==> config.mk <==
export PLATFORM = sky130hd
export DESIGN_NAME = bridge_target_dataslot_requester
export DESIGN_NICKNAME = d
export VERILOG_FILES = /design/src/rtl/bridge_target_dataslot_requester.sv
export SDC_FILE = /design/constraint.sdc
export NUM_CORES = 1
export LEC_CHECK = 0
export CAP_MARGIN = 10
export CORE_MARGIN = 2
export CORE_UTILIZATION = 45
export CTS_CLUSTER_SIZE = 12
export DETAILED_ROUTE_END_ITERATION = 10
export MAX_ROUTING_LAYER = met4
export PLACE_DENSITY = 0.79
export RECOVER_POWER = 50
export SYNTH_ARGS = -nofsm -noshare
export SYNTH_HDL_FRONTEND = slang
export SYNTH_SLANG_ARGS = --single-unit
==> constraint.sdc <==
create_clock -name clk -period 2.7 [get_ports clk]
set_clock_uncertainty 0.05 [all_clocks]
set_input_delay 0.27 -clock clk [delete_from_list [all_inputs] [get_ports clk]]
set_output_delay 0.27 -clock clk [all_outputs]
set_load 0.1 [all_outputs]
==> src/rtl/bridge_target_dataslot_requester.sv <==
// Core-side requester for target dataslot read/write commands, exposed as a bridge register window.
// Optional done-timeout abort is compiled in with `define DATASLOT_REQ_TIMEOUT_EN.
module bridge_target_dataslot_requester #(
    parameter logic [31:0] BASE_ADDR      = 32'hF800_0040,
    parameter int unsigned TIMEOUT_CYCLES = 74_250_000
) (
    input  logic        clk,
    input  logic        reset_n,
    input  logic        req_valid,
    output logic        req_ready,
    input  logic        req_write,
    input  logic [15:0] req_slot_id,
    input  logic [31:0] req_slot_offset,
    input  logic [31:0] req_bridge_addr,
    input  logic [31:0] req_length,
    input  logic [31:0] bridge_addr,
    input  logic        bridge_wr,
    input  logic [31:0] bridge_wr_data,
    input  logic        bridge_rd,
    output logic [31:0] bridge_rd_data,
    output logic        resp_valid,
    output logic [15:0] resp_result
);

    typedef enum logic [1:0] {StIdle, StPending, StAcked} state_e;

    state_e      state_q;
    logic        req_ready_q;
    logic        resp_valid_q;
    logic [15:0] resp_result_q;
    logic [31:0] rd_data_q;
    logic        write_q;
    logic [15:0] slot_id_q;
    logic [31:0] offset_q;
    logic [31:0] baddr_q;
    logic [31:0] length_q;

    logic        hit;
    logic [2:0]  word;
    logic        status_wr;
    logic        ack_wr;
    logic        done_wr;
    logic        busy;
    logic        accept;
    logic        expire;
    logic [15:0] opcode;
    logic [31:0] rd_word;
    logic        unused_addr;

    assign hit         = bridge_addr[31:5] == BASE_ADDR[31:5];
    assign word        = bridge_addr[4:2];
    assign unused_addr = ^bridge_addr[1:0];
    assign status_wr   = bridge_wr && hit && (word == 3'd1);
    assign ack_wr      = status_wr && (bridge_wr_data[31:16] == 16'h6163);
    assign done_wr     = status_wr && (bridge_wr_data[31:16] == 16'h6F6B);
    assign busy        = state_q != StIdle;
    assign accept      = req_valid && req_ready_q;
    assign opcode      = write_q ? 16'h0190 : 16'h0180;

    always_comb begin
        rd_word = 32'h0;
        case (word)
            3'd0:    rd_word = busy ? {16'h636D, opcode} : 32'h0;
            3'd2:    rd_word = {16'h0, slot_id_q};
            3'd3:    rd_word = offset_q;
            3'd4:    rd_word = baddr_q;
            3'd5:    rd_word = length_q;
            default: rd_word = 32'h0;
        endcase
    end

`ifdef DATASLOT_REQ_TIMEOUT_EN
    localparam int unsigned CntW = $clog2(TIMEOUT_CYCLES + 1);
    localparam logic [CntW-1:0] CntLast = CntW'(TIMEOUT_CYCLES - 1);

    logic [CntW-1:0] cnt_q;

    // Expires on the edge where the count would reach TIMEOUT_CYCLES.
    assign expire = busy && (cnt_q == CntLast);

    always_ff @(posedge clk or negedge reset_n) begin
        if (!reset_n) begin
            cnt_q <= '0;
        end else if (accept) begin
            cnt_q <= '0;
        end else if (busy) begin
            cnt_q <= cnt_q + 1'b1;
        end
    end
`else
    assign expire = 1'b0;
`endif

    always_ff @(posedge clk or negedge reset_n) begin
        if (!reset_n) begin
            state_q       <= StIdle;
            req_ready_q   <= 1'b1;
            resp_valid_q  <= 1'b0;
            resp_result_q <= 16'h0;
            rd_data_q     <= 32'h0;
            write_q       <= 1'b0;
            slot_id_q     <= 16'h0;
            offset_q      <= 32'h0;
            baddr_q       <= 32'h0;
            length_q      <= 32'h0;
        end else begin
            resp_valid_q <= 1'b0;
            rd_data_q    <= (bridge_rd && hit) ? rd_word : 32'h0;
            case (state_q)
                StIdle: begin
                    if (accept) begin
                        state_q     <= StPending;
                        req_ready_q <= 1'b0;
                        write_q     <= req_write;
                        slot_id_q   <= req_slot_id;
                        offset_q    <= req_slot_offset;
                        baddr_q     <= req_bridge_addr;
                        length_q    <= req_length;
                    end else begin
                        // Held low through the resp_valid cycle so no accept overlaps it.
                        req_ready_q <= 1'b1;
                    end
                end
                StPending, StAcked: begin
                    if (done_wr) begin
                        state_q       <= StIdle;
                        resp_valid_q  <= 1'b1;
                        resp_result_q <= bridge_wr_data[15:0];
                    end else if (expire) begin
                        state_q       <= StIdle;
                        resp_valid_q  <= 1'b1;
                        resp_result_q <= 16'hFFFF;
                    end else if (ack_wr && (state_q == StPending)) begin
                        state_q <= StAcked;
                    end
                end
                default: state_q <= StIdle;
            endcase
        end
    end

    assign req_ready      = req_ready_q;
    assign resp_valid     = resp_valid_q;
    assign resp_result    = resp_result_q;
    assign bridge_rd_data = rd_data_q;

endmodule

Word-level counts from Yosys, hierarchy flattened. Index checks and enable logic that the tools add are counted. Widths: inputs -> output; s select.

Register bits after elaboration: 165. Input bits: 182. Output and inout bits: 50. Logic and storage cells: 47.

Equality and inequality tests: 12. Mux-type cells: 11. Reductions and logical operators: 14.

Operators by type and width (number): $pmux 32 s5 (1); $eq 16x15->1 const B (2); $mux 32 (1); $mux 31 (1); $eq 27x27->1 const B (1); $logic_and 1x1->1 (7); $eq 3x2->1 const B (2); $eq 3x3->1 const B (2); $mux 2 (3); $reduce_and 2->1 (3); $mux 5 (1); $pmux 2 s2 (1); $eq 3x1->1 const B (1); $logic_not 3->1 (1); $mux 1 (3); $ne 3x3->1 const B (1); $eq 2x1->1 const B (1); $eq 2x2->1 const B (1); $logic_not 2->1 (1); $ne 2x2->1 const B (1); $reduce_bool 2->1 (1); $reduce_or 2->1 (1).

Logic depth before layout (Yosys ltp). Gate-level depths: netlist of the first run.

Depth after elaboration: 8. Depth in mapped cells: 7. Gate-level depth less buffers: 6.

Worst setup path after synthesis of the first run. No wires, ideal clock.

Path kind: reg2reg. From: register req_ready_q (netlist: req_ready). To: register baddr_q[18]. Setup time: 125 ps. Data arrival time: 1817 ps. Data required time: 2525 ps. Setup slack: 709 ps. Stages on the path, launching flop included: 5. Path buffers: 2. Period minus slack after synthesis: 1991 ps. Cell sequence: dfstp_2 -> nand3_1 -> clkbuf_1 -> buf_2 -> mux2_2.

Longest elaborated chain between the ends: 2.

RTL lines: start, declared (RTL line 28) `logic req_ready_q;`; start signal, assigned (RTL line 97) `req_ready_q <= 1'b1;`; start signal, assigned (RTL line 113) `req_ready_q <= 1'b0;`; start signal, assigned (RTL line 121) `req_ready_q <= 1'b1;`; $logic_and 1x1->1 (RTL line 57) `assign accept = req_valid && req_ready_q;`; $reduce_and 2->1 (no line); end signal, assigned (RTL line 117) `baddr_q <= req_bridge_addr;`; end, declared (RTL line 35) `logic [31:0] baddr_q;`.

Every way passes these cells. A chain may end at the register's enable or synchronous reset.

Final worst setup path of the first run.
From: input port bridge_addr[22]. To: register rd_data_q[12] (netlist: bridge_rd_data[12]).

Longest elaborated chain between the ends: 3.

RTL lines: start, declared (RTL line 16) `input logic [31:0] bridge_addr,`; $eq 27x27->1 (RTL line 50) `assign hit = bridge_addr[31:5] == BASE_ADDR[31:5];`; $logic_and 1x1->1 (RTL line 108) `rd_data_q <= (bridge_rd && hit) ? rd_word : 32'h0;`; $mux 32 (RTL line 108); end signal, assigned (RTL line 108); end, declared (RTL line 31) `logic [31:0] rd_data_q;`.

Every way passes these cells.

==> results of run 1 <==
==> power groups by stage <==
stage                      logic, W  registers (W)  clock network (W)
after floorplan           0.0000583        0.00252                  0
after global placement     0.000395        0.00252                  0
after detailed placement   0.000404        0.00252                  0
after CTS                  0.000409        0.00247            0.00252
after global routing       0.000429        0.00247            0.00263
final                      0.000398        0.00247            0.00247
==> layer usage <==
metal	vias up	part of all wire	GRT usage
met1	2534	0.40	0.247
met3	26	0.084	0.0753
met2	197	0.50	0.372
met4	0	0.019	0.0780
met5	-	0	-
li1	2310	-	-
==> worst max-delay path, cell delays in order <==
cell                              delay [ns]
sky130_fd_sc_hd__clkdlybuf4s50_1        0.42
sky130_fd_sc_hd__nor4b_1                0.30
sky130_fd_sc_hd__nand4_1                0.23
sky130_fd_sc_hd__or4_1                  0.57
sky130_fd_sc_hd__buf_4                  0.28
sky130_fd_sc_hd__a211oi_1               0.21
==> how the worst min path moves through the flow <==
stage                                     to  depth (start not counted)  slack (ns)            from
final                     bridge_rd_data[12]                          3        0.30  bridge_addr[2]
after global routing      bridge_rd_data[12]                          3        0.31  bridge_addr[2]
after CTS                 bridge_rd_data[12]                          3        0.29  bridge_addr[2]
after detailed placement        length_q[18]                          1        0.26         reset_n
after global placement           baddr_q[18]                          1        0.25         reset_n
after floorplan                   baddr_q[0]                          0       -0.08         reset_n
==> timing repair <==
action,in CTS,in global routing
hold endpoints to repair,64,0
setup endpoints to repair,0,0
hold buffers,1,0
==> cell families (layout without fill, tap and decap cells) <==
group                    after synthesis  count (layout)  synth area share
buffers and inverters                 36             279            0.0226
AND/OR/NAND/NOR                       79              79            0.0632
multiplexers                         165             165             0.264
flip-flops                           165             165             0.588
AO/OA/AOI/OAI                         64              64            0.0570
adder cells (fa/ha/maj)                3               3           0.00534
==> sequential cells by signal, indices dropped and copies added (netlist names) <==
signal	count
baddr_q	32
bridge_rd_data	32
length_q	32
offset_q	32
req_ready	1
resp_result	16
resp_valid	1
slot_id_q	16
state_q	2
write_q	1
==> placed cells by master (no fill, tap or decap), types with 4 or more instances in the layout <==
cell / synthesis / final
sky130_fd_sc_hd__o22a_1: 8 / 8
sky130_fd_sc_hd__nor2_1: 36 / 36
sky130_fd_sc_hd__nand4_1: 4 / 4
sky130_fd_sc_hd__mux2_4: 10 / 10
sky130_fd_sc_hd__clkbuf_16: 0 / 17
sky130_fd_sc_hd__mux2_2: 121 / 121
sky130_fd_sc_hd__buf_4: 0 / 9
sky130_fd_sc_hd__clkdlybuf4s50_1: 0 / 177
sky130_fd_sc_hd__dfrtp_1: 164 / 164
sky130_fd_sc_hd__clkbuf_1: 14 / 51
sky130_fd_sc_hd__a22oi_1: 11 / 11
sky130_fd_sc_hd__a21oi_1: 35 / 35
sky130_fd_sc_hd__nand2_1: 7 / 7
sky130_fd_sc_hd__nor2b_1: 5 / 5
sky130_fd_sc_hd__mux2i_1: 34 / 34
==> through the flow <==
| step | area, um^2 | util |
|---|---|---|
| 3_5_place_dp | 9440 | 0.621 |
| 2_1_floorplan | 7020 | - |
| 3_3_place_gp | 9440 | 0.621 |
| 6_report | 9860 | 0.648 |
| 5_1_grt | 9860 | 0.648 |
| 4_1_cts | 10100 | 0.661 |
==> synthesized netlist by cell type, types with 2 or more instances <==
library cell / instances / area share
sky130_fd_sc_hd__nor4b_1: 2 / 0.0025
sky130_fd_sc_hd__nor4_1: 3 / 0.0027
sky130_fd_sc_hd__or4_1: 2 / 0.0021
sky130_fd_sc_hd__buf_2: 13 / 0.0093
sky130_fd_sc_hd__nand3_1: 2 / 0.0014
sky130_fd_sc_hd__mux2_4: 10 / 0.021
sky130_fd_sc_hd__nand2_1: 7 / 0.0037
sky130_fd_sc_hd__o22a_1: 8 / 0.010
sky130_fd_sc_hd__dfrtp_1: 164 / 0.58
sky130_fd_sc_hd__and3_1: 2 / 0.0018
sky130_fd_sc_hd__inv_1: 3 / 0.0016
sky130_fd_sc_hd__nand2b_1: 2 / 0.0018
sky130_fd_sc_hd__mux2_2: 121 / 0.19
sky130_fd_sc_hd__nand4_1: 4 / 0.0036
sky130_fd_sc_hd__a22oi_1: 11 / 0.012
sky130_fd_sc_hd__and3b_1: 2 / 0.0025
sky130_fd_sc_hd__nor2b_1: 5 / 0.0045
sky130_fd_sc_hd__a31oi_1: 2 / 0.0018
sky130_fd_sc_hd__nor4b_2: 3 / 0.0064
sky130_fd_sc_hd__ha_1: 3 / 0.0053
sky130_fd_sc_hd__nor2_1: 36 / 0.019
sky130_fd_sc_hd__a21oi_1: 35 / 0.025
sky130_fd_sc_hd__mux2i_1: 34 / 0.048
sky130_fd_sc_hd__nor3b_1: 2 / 0.0021
sky130_fd_sc_hd__buf_1: 5 / 0.0027
sky130_fd_sc_hd__clkbuf_1: 14 / 0.0075
sky130_fd_sc_hd__a211oi_1: 2 / 0.0021
==> area by class of cell <==
| class | count | area (um^2) | area share |
|---|---|---|---|
| clock buffer | 20 | 457 | 0.0463 |
| clock inverter | 11 | 149 | 0.0151 |
| inverter | 3 | 11.3 | 0.00114 |
| multi-input combinational | 311 | 2750 | 0.279 |
| sequential | 165 | 4130 | 0.419 |
| tap | 188 | 235 | 0.0239 |
| timing repair buffer | 245 | 2130 | 0.216 |
==> flow_metrics.env, run 1 <==
export IMPL_outcome="complete, no violations"
export IMPL_detailroute_via_count=5067
export IMPL_post_route_min_period_ns=2.02
export IMPL_worstPathMaxFanout=32
export IMPL_part_of_the_power_in_registers=0.463
export IMPL_finish_cell_count_without_fillers=943
export IMPL_floorplan_die_width_um=129
export IMPL_worst_setup_path_type="in2reg"
export IMPL_max_buffers_root_to_sink=2
export IMPL_start_kind="input pin"
export IMPL_fill_count=1193
export IMPL_seq_area_frac_synth=0.588
export IMPL_rows=45
export IMPL_numCtsBuffers=17
export IMPL_io_pins=232
export IMPL_wirelength_mm=17.6
export IMPL_floorplan_core_area_mm2=0.0152
export IMPL_synthesis_nets=697
export IMPL_drt_pre_antenna_iters=4
export IMPL_yosys_register_bits=165
export IMPL_antenna_violating_nets_post_route=0
export IMPL_antenna_cells_inserted=0
export IMPL_rsz0062_at_grt="no"
export IMPL_static_leakage_power_nw=4.64
export IMPL_rrSetupSlack_ns=0.70
export IMPL_detailedPlace_worstSlack_ns=0.206
export IMPL_chipHeight_um=129
export IMPL_drt_initial_drc_count=196
export IMPL_arrival_ns=2.29
export IMPL_finalHoldWorstSlack_ns=0.302
export IMPL_max_slew_violation_count=0
export IMPL_syn_area_mm2=0.00702
export IMPL_cts_root_buf="sky130_fd_sc_hd__clkbuf_16"
export IMPL_synth_cell_type_count=42
export IMPL_ctsResizeCount=0
export IMPL_gp_congestion=0.804
export IMPL_share_of_post_route_cells_with_drive_strength_above_1=0.245
export IMPL_synth_main_ff_cell="sky130_fd_sc_hd__dfrtp_1"
export IMPL_clkSinkCount=165
export IMPL_fmaxAchievable_mhz=496
export IMPL_worst_path_clk_slew_ns=0.06
export IMPL_first_global_vias=5436
export IMPL_tns_setup_ns=0
export IMPL_cts_repair_timing_setup_buffer_count=0
export IMPL_postSynth_asyncResetShare=1.00
export IMPL_yosys_warnings=0
export IMPL_grt_pass1_wl_mm=27.2
export IMPL_floorplan_die_area_mm2=0.0166
export IMPL_power_combinational_fraction=0.074
export IMPL_clock_network_fraction_of_design_power=0.463
export IMPL_finish_net_count=928
export IMPL_vdd_ir_drop_worst_uv=479
export IMPL_grt_usage=0.222
export IMPL_totalPowerFinal_w=0.00534
export IMPL_drt_wirelength_per_cell_um=18.6
export IMPL_worst_setup_path_end_kind="flip-flop"
export IMPL_switching_share_of_total_power=0.208
export IMPL_startpoint_of_the_lowest_slack_register_to_register_path="state_q[0]"
export IMPL_synth_enable_flop_cells=0
export IMPL_grt_start_max_net_pins=69
export IMPL_io_buffers=229
export IMPL_crit_start="bridge_addr[22]"
export IMPL_relSlewSlack=0.181
export IMPL_initial_utilization=0.462
export IMPL_drt_vias_per_instance=5.37
export IMPL_critical_path_endpoint="bridge_rd_data[12]"
export IMPL_flow_area_growth_from_synthesis_pct=40.3
export IMPL_critical_path_required_ns=2.98
export IMPL_worst_pin_slew_ns=1.23
export IMPL_drc_errors=0
export IMPL_antenna_found_initial=0
export IMPL_power_density_mw_per_mm2=542
export IMPL_worst_hold_path_type="in2reg"
export IMPL_regToRegEndpoint="length_q[20]"
export IMPL_timing_final_ws_setup_ns=0.685
export IMPL_power_internal_w=0.00423
export IMPL_cts_htree_levels=4
export IMPL_post_place_cells=911
export IMPL_total_setup_violations_reported_at_the_end_of_the_flow=0
export IMPL_clock_insertion_delay_at_the_later_pin_of_the_skew_report_ns=0.42
export IMPL_switching_power_w=0.00111
export IMPL_globalRouteOverflowTotal=0
export IMPL_avgSynthCellArea_um2=13.7
export IMPL_synth_cells=512
export IMPL_worst_r2r_path_depth=5
export IMPL_hold_violation_total_from_the_final_report=0
export IMPL_final_worst_path_cycle_share=0.746
export IMPL_place_hpwl_mm=12.7
export IMPL_tritoncts="done"
export IMPL_drv_max_cap_violation_count=0
No activity file was read; power rests on OpenSTA's default activity.
==> inputs of run 2 (changes only) <==
Settings changed: CORE_UTILIZATION 45 to 42, PLACE_DENSITY 0.79 to 0.77.
Clock period 2.7 ns to 1.65 ns, I/O delays scaled along.
==> run 2 against run 1 <==
Effect of this change: the run now ends with setup timing left; design area up 17%; sequential power increased by 64%; global-route usage up 0.87 points; die area is 6.9% higher; first-iteration DRC count decreased by 9.7%; critical path type is now reg2reg; highest routed layer unchanged.
==> flow_metrics.env, run 2 (synthesis results as in run 1) <==
export IMPL_finalHoldWorstSlack_ns=0.0797
export IMPL_worst_setup_path_end_kind="flip-flop"
export IMPL_fill_count=1103
export IMPL_outcome="finished, violations left"
export IMPL_vdd_ir_drop_worst_uv=761
export IMPL_register_area_mm2=0.00413
export IMPL_clock_insertion_delay_at_the_later_pin_of_the_skew_report_ns=0.42
export IMPL_worst_pin_slew_ns=0.714
export IMPL_io_pins=232
export IMPL_cp_buffers_inverters=4
export IMPL_fmaxAchievable_mhz=595
export IMPL_timing_final_ws_setup_ns=-0.0305
export IMPL_arrival_ns=1.93
export IMPL_worstPathMaxFanout=10
export IMPL_rsz0062_at_grt="yes"
export IMPL_gp_congestion=0.798
export IMPL_hold_violation_total_from_the_final_report=0
export IMPL_flow_area_growth_from_synthesis_pct=64.0
export IMPL_antenna_violating_nets_post_route=0
export IMPL_total_setup_violations_reported_at_the_end_of_the_flow=36
export IMPL_globalRouteOverflowTotal=0
export IMPL_floorplan_core_area_mm2=0.0165
export IMPL_antenna_found_initial=1
export IMPL_chipHeight_um=133
export IMPL_floorplan_die_width_um=133
export IMPL_io_buffers=229
export IMPL_worst_hold_path_type="in2reg"
export IMPL_start_kind="flip-flop"
export IMPL_cts_root_buf="sky130_fd_sc_hd__clkbuf_16"
export IMPL_startpoint_of_the_lowest_slack_register_to_register_path="state_q[1]"
export IMPL_multi_input_comb_area_mm2=0.00292
export IMPL_min_delay_worst_endpoint="bridge_rd_data[12]"
export IMPL_mostFrequentLayoutCell="sky130_fd_sc_hd__dfrtp_1"
export IMPL_mostFrequentLayoutCells="sky130_fd_sc_hd__dfrtp_1 (164), sky130_fd_sc_hd__clkdlybuf4s50_1 (137), sky130_fd_sc_hd__mux2_2 (110)"
export IMPL_drv_max_cap_violation_count=0
export IMPL_hold_path_startpoint="bridge_addr[2]"
export IMPL_wirelength_mm=20.1
export IMPL_regToRegEndpoint="length_q[10]"
export IMPL_place_hpwl_mm=13.5
export IMPL_share_of_post_route_cells_with_drive_strength_above_1=0.381
export IMPL_final_worst_path_cycle_share=1.02
export IMPL_finish_net_count=975
export IMPL_power_density_mw_per_mm2=740
export IMPL_final_core_utilization=0.699
export IMPL_worst_r2r_path_depth=7
export IMPL_clkSinkCount=165
export IMPL_grt_usage=0.230
export IMPL_max_buffers_root_to_sink=2
export IMPL_worst_hold_path_num_cells=3
export IMPL_relSlewSlack=0.524
export IMPL_rows=47
export IMPL_floorplan_die_area_mm2=0.0178
export IMPL_drt_initial_drc_count=177
export IMPL_tritoncts="done"
export IMPL_drt_pre_antenna_iters=4
export IMPL_cts_htree_levels=4
export IMPL_critical_path_cell_chain="inv_2, ha_4, buf_6, nand3_4, buf_12, clkbuf_16, mux2_4"
export IMPL_rrSetupSlack_ns=-0.03
export IMPL_first_global_vias=5709
export IMPL_post_route_min_period_ns=1.68
export IMPL_numCtsBuffers=17
export IMPL_violations="setup timing"
export IMPL_family_with_the_most_delay_on_the_worst_path="buffers and inverters"
export IMPL_critical_path_max_stage_delay_ns=0.39
export IMPL_static_leakage_power_nw=5.55
export IMPL_max_slew_violation_count=0
export IMPL_drc_errors=0
export IMPL_drt_vias_per_instance=5.16
export IMPL_drt_wirelength_per_cell_um=19.7
export IMPL_detailroute_via_count=5275
export IMPL_grt_start_max_net_pins=51
export IMPL_cp_slowest_cell="sky130_fd_sc_hd__dfrtp_1"
export IMPL_initial_utilization=0.427
export IMPL_critical_path_required_ns=1.90
export IMPL_worst_path_clk_slew_ns=0.06
export IMPL_grt_pass1_wl_mm=30.3
export IMPL_worst_setup_path_type="reg2reg"
-- run 2: changes by cell type in the layout (fill, tap and decap cells not counted), moves of 11 or more --
cell	delta
sky130_fd_sc_hd__buf_12	+55
sky130_fd_sc_hd__dlygate4sd2_1	+27
sky130_fd_sc_hd__clkdlybuf4s50_1	-40
sky130_fd_sc_hd__mux2_2	-11
sky130_fd_sc_hd__clkbuf_1	-49
sky130_fd_sc_hd__buf_4	+22
sky130_fd_sc_hd__mux2_4	+11
-- run 2: worst register-to-register path, delay by kind of cell (launching register included) --
| family | cells | cell delay (ns) |
|---|---|---|
| fa+ha+maj | 1 | 0.15 |
| simple gates | 1 | 0.12 |
| buf+inv | 4 | 0.56 |
| mux | 1 | 0.30 |
| flops | 1 | 0.39 |
-- run 2: worst max path at each step --
stage | startpoint | endpoint | slack (ns) | cells past startpoint
after floorplan | bridge_addr[5] | resp_result[10] | -0.07 | 6
after global routing | state_q[1] | length_q[10] | -0.07 | 7
after CTS | state_q[1] | bridge_rd_data[4] | -0.08 | 8
after global placement | bridge_addr[7] | bridge_rd_data[7] | -0.59 | 6
after detailed placement | bridge_addr[7] | bridge_rd_data[12] | -0.64 | 6
final | state_q[1] | length_q[10] | -0.03 | 7
-- run 2: routing by layer --
layer	vias to the layer above	global-route usage	share of wire
met5	-	-	0
met4	0	0.0638	0.018
met2	194	0.383	0.52
met3	33	0.0658	0.058
met1	2641	0.276	0.41
li1	2407	-	-
-- run 2: cell type report --
| type | instances | share of cell area |
|---|---|---|
| Clock buffer | 23 | 0.0432 |
| Tap cell | 220 | 0.0239 |
| Timing Repair Buffer | 292 | 0.312 |
| Inverter | 3 | 0.00141 |
| Sequential cell | 165 | 0.359 |
| Antenna cell | 1 | 0.000217 |
| Clock inverter | 7 | 0.00630 |
| Multi-Input combinational cell | 311 | 0.254 |
-- run 2: repair_timing --
action                                 in CTS  in global routing
endpoints found under the hold margin      91                  0
setup endpoints to repair                 102                146
cloned                                      6                  6
setup buffers                              12                  1
pin swaps                                  18                  7
hold buffers                                1                  0
gates resized for setup                    74                 35
-- run 2: report_power, final --
part | total, W | leakage, nW | switching (W) | internal, W
clock network | 0.00380 | 0.277 | 0.00154 | 0.00226
registers | 0.00405 | 2.30 | 0.000000000000280 | 0.00405
logic | 0.000680 | 2.97 | 0.000258 | 0.000422
-- run 2: through the flow --
stage | setup WS, ns | instances | power [W] | setup TNS (ns) | instance area (um^2)
finish | -0.0305 | 1022 | 0.00853 | -0.268 | 11500
global route | -0.0714 | 1022 | 0.00882 | -4.77 | 11500
CTS | -0.0784 | 1014 | 0.00861 | -0.692 | 11300
detailed placement | -0.638 | 965 | 0.00482 | -28.53 | 10400
global placement | -0.588 | 965 | 0.00481 | -26.90 | 10400
floorplan | -0.0740 | 512 | 0.00422 | -4.13 | 7110
==> patch: new RTL, flow settings as in run 1 <==
Add an input register stage for `req_slot_offset`; this delays it by one clock. The other inputs are not delayed to match.
--- a/src/rtl/bridge_target_dataslot_requester.sv
+++ b/src/rtl/bridge_target_dataslot_requester.sv
@@ -24,4 +24,10 @@
 
     typedef enum logic [1:0] {StIdle, StPending, StAcked} state_e;
+
+    logic [31:0] req_slot_offset_q;
+
+    always_ff @(posedge clk) begin
+        req_slot_offset_q <= req_slot_offset;
+    end
 
     state_e      state_q;
@@ -114,5 +120,5 @@
                         write_q     <= req_write;
                         slot_id_q   <= req_slot_id;
-                        offset_q    <= req_slot_offset;
+                        offset_q    <= req_slot_offset_q;
                         baddr_q     <= req_bridge_addr;
                         length_q    <= req_length;
Formal check against the unedited RTL: not equivalent (Yosys sat finds a counterexample within 4 cycles, from zero or initial values and one cycle with reset_n low).
==> patch against run 1 <==
The run now ends with max-capacitance violations, max-slew violations left; total power is 11% higher; via count up 2.5%; non-clock buffer count is the same; wire length grew 3.9%; sequential power grew 20%; sequential cell count grew 32; cell area grew 8.4%; sequential share of layout area is 2.8 points higher; area after synthesis rose by 9.0%; first-iteration DRC count shrank 6.6%; worst setup slack got worse by 0.021 ns; synthesized cell count is 6.3% higher; critical endpoint is now bridge_rd_data[4]; largest power group unchanged.
==> patch: results (changes against run 1) <==
[route]
dr.first_iter.drc_count = 183  ; -6.6%
wl_per_cell_um = 18.1  ; -3.1%
viasPerCell = 5.14  ; -4.4%

[layout]
fin_nets = 960  ; +3.4%
nFillCells = 1247  ; +4.5%
drive_above_1_share_pct = 28.5  ; +4.0 points

[synthesis]
seq_area_frac_synth_pct = 62.3  ; +3.5 points
synthTopCellsByCount = dfrtp_1 (164), mux2_2 (120), nor2_1 (36), a21oi_1 (35), mux2i_1 (34)
synthDistinctLibCells = 44  ; +4.8%
synthArstFlopShare_pct = 83.8  ; -16 points
yosys-top-cells-area = dfrtp_1 (54%), mux2_2 (18%), dfxtp_1 (8.4%)
synth_nets = 729  ; +4.6%

[worst_setup_path]
crit_family = simple AND/OR/NAND/NOR gates
arrival_ns = 2.33  ; +0.04 ns
critPathMaxFanout = 11  ; -66%
ff2ff_path_depth = 6  ; +1
slowest_delay_ns = 0.78  ; +0.21 ns

[sta]
max_slew_margin_pct = -0.171  ; -18 points
finalMaxSlewViolations = 58  ; +58

[status]
outcome = complete, but fails checks
violations = max-capacitance violations, max-slew violations

[power_and_ir_drop]
ir_worst_vdd_v = 0.000417  ; -13%
p_leak_nw = 5.12  ; +10%
p_switching_mw = 1.22  ; +10%

[grt]
antenna_found_initial = 5  ; +5
grt.total_usage_pct = 21.2  ; -0.92 points
grt_pass1_wl_mm = 28.7  ; +5.6%
grt_pass1_vias = 5583  ; +2.7%

[place]
routabilityCongestion = 0.853  ; +6.1%
dpl.hpwl_mm = 12.9  ; +1.6%
port_buffers = 229  ; unchanged
dpl-instance-area_um2 = 10100  ; +7.1%

[flow_run]
maxCapViolations = 1  ; +1

[clock_network]
htree_levels = 4  ; unchanged

[hold_path]
holdPathStages = 1  ; -2

==> patch: power by group through the flow <==
stage / Clock [mW] / Combinational [mW] / Sequential [mW]
floorplan: 0 / 0.0584 / 3.03
global placement: 0 / 0.394 / 3.03
detailed placement: 0 / 0.401 / 3.03
CTS: 2.64 / 0.405 / 2.97
global route: 2.75 / 0.418 / 2.97
finish: 2.58 / 0.386 / 2.97
==> patch: stage by stage <==
stage / cells / setup WS [ns] / util (%) / power [mW]
finish: 1011 / 0.664 / 64.4 / 5.94
global placement: 975 / 0.245 / 61.0 / 3.42
floorplan: 544 / 0.709 / - / 3.09
detailed placement: 975 / 0.236 / 61.0 / 3.43
CTS: 1006 / 0.681 / 64.7 / 6.02
global route: 1011 / 0.461 / 64.4 / 6.14
==> patch: routing by layer <==
metal	part of all wire, %	GRT usage, %	wire [um]
met1	41	24.7	7500
met3	7.6	6.35	1390
met2	50	35.7	9070
met5	0	-	0
met4	1.6	6.43	286
==> patch: final timing paths <==
kind                                        from                    end  slack [ns]
max                                   state_q[0]      bridge_rd_data[4]        0.66
min                          req_slot_offset[10]  req_slot_offset_q[10]        0.33
max reg2reg                           state_q[0]      bridge_rd_data[4]        0.66
min reg2reg                req_slot_offset_q[16]           offset_q[16]        0.41
max in group asynchronous                reset_n             baddr_q[7]        0.81
min in group asynchronous                reset_n           length_q[20]        0.69
==> patch: cell type report <==
class / count / share of cell area [%]
diodes: 5 / 0.117
clock buffers: 20 / 4.27
clock inverters: 10 / 1.37
inverters: 4 / 0.141
multi-input cells: 310 / 25.5
flip-flops and latches: 197 / 44.6
well taps: 220 / 2.58
repair buffers: 245 / 21.4
==> patch: cells by family (layout without fill, tap and decap cells) <==
group / Yosys count / count (layout) / synth area share (%)
adder cells (fa/ha/maj): 3 / 3 / 0.490
buffers and inverters: 37 / 279 / 2.12
other: 0 / 5 / 0
AND/OR/NAND/NOR: 79 / 79 / 5.77
AO/OA/AOI/OAI: 64 / 64 / 5.26
multiplexers: 164 / 164 / 24.1
flip-flops: 197 / 197 / 62.3
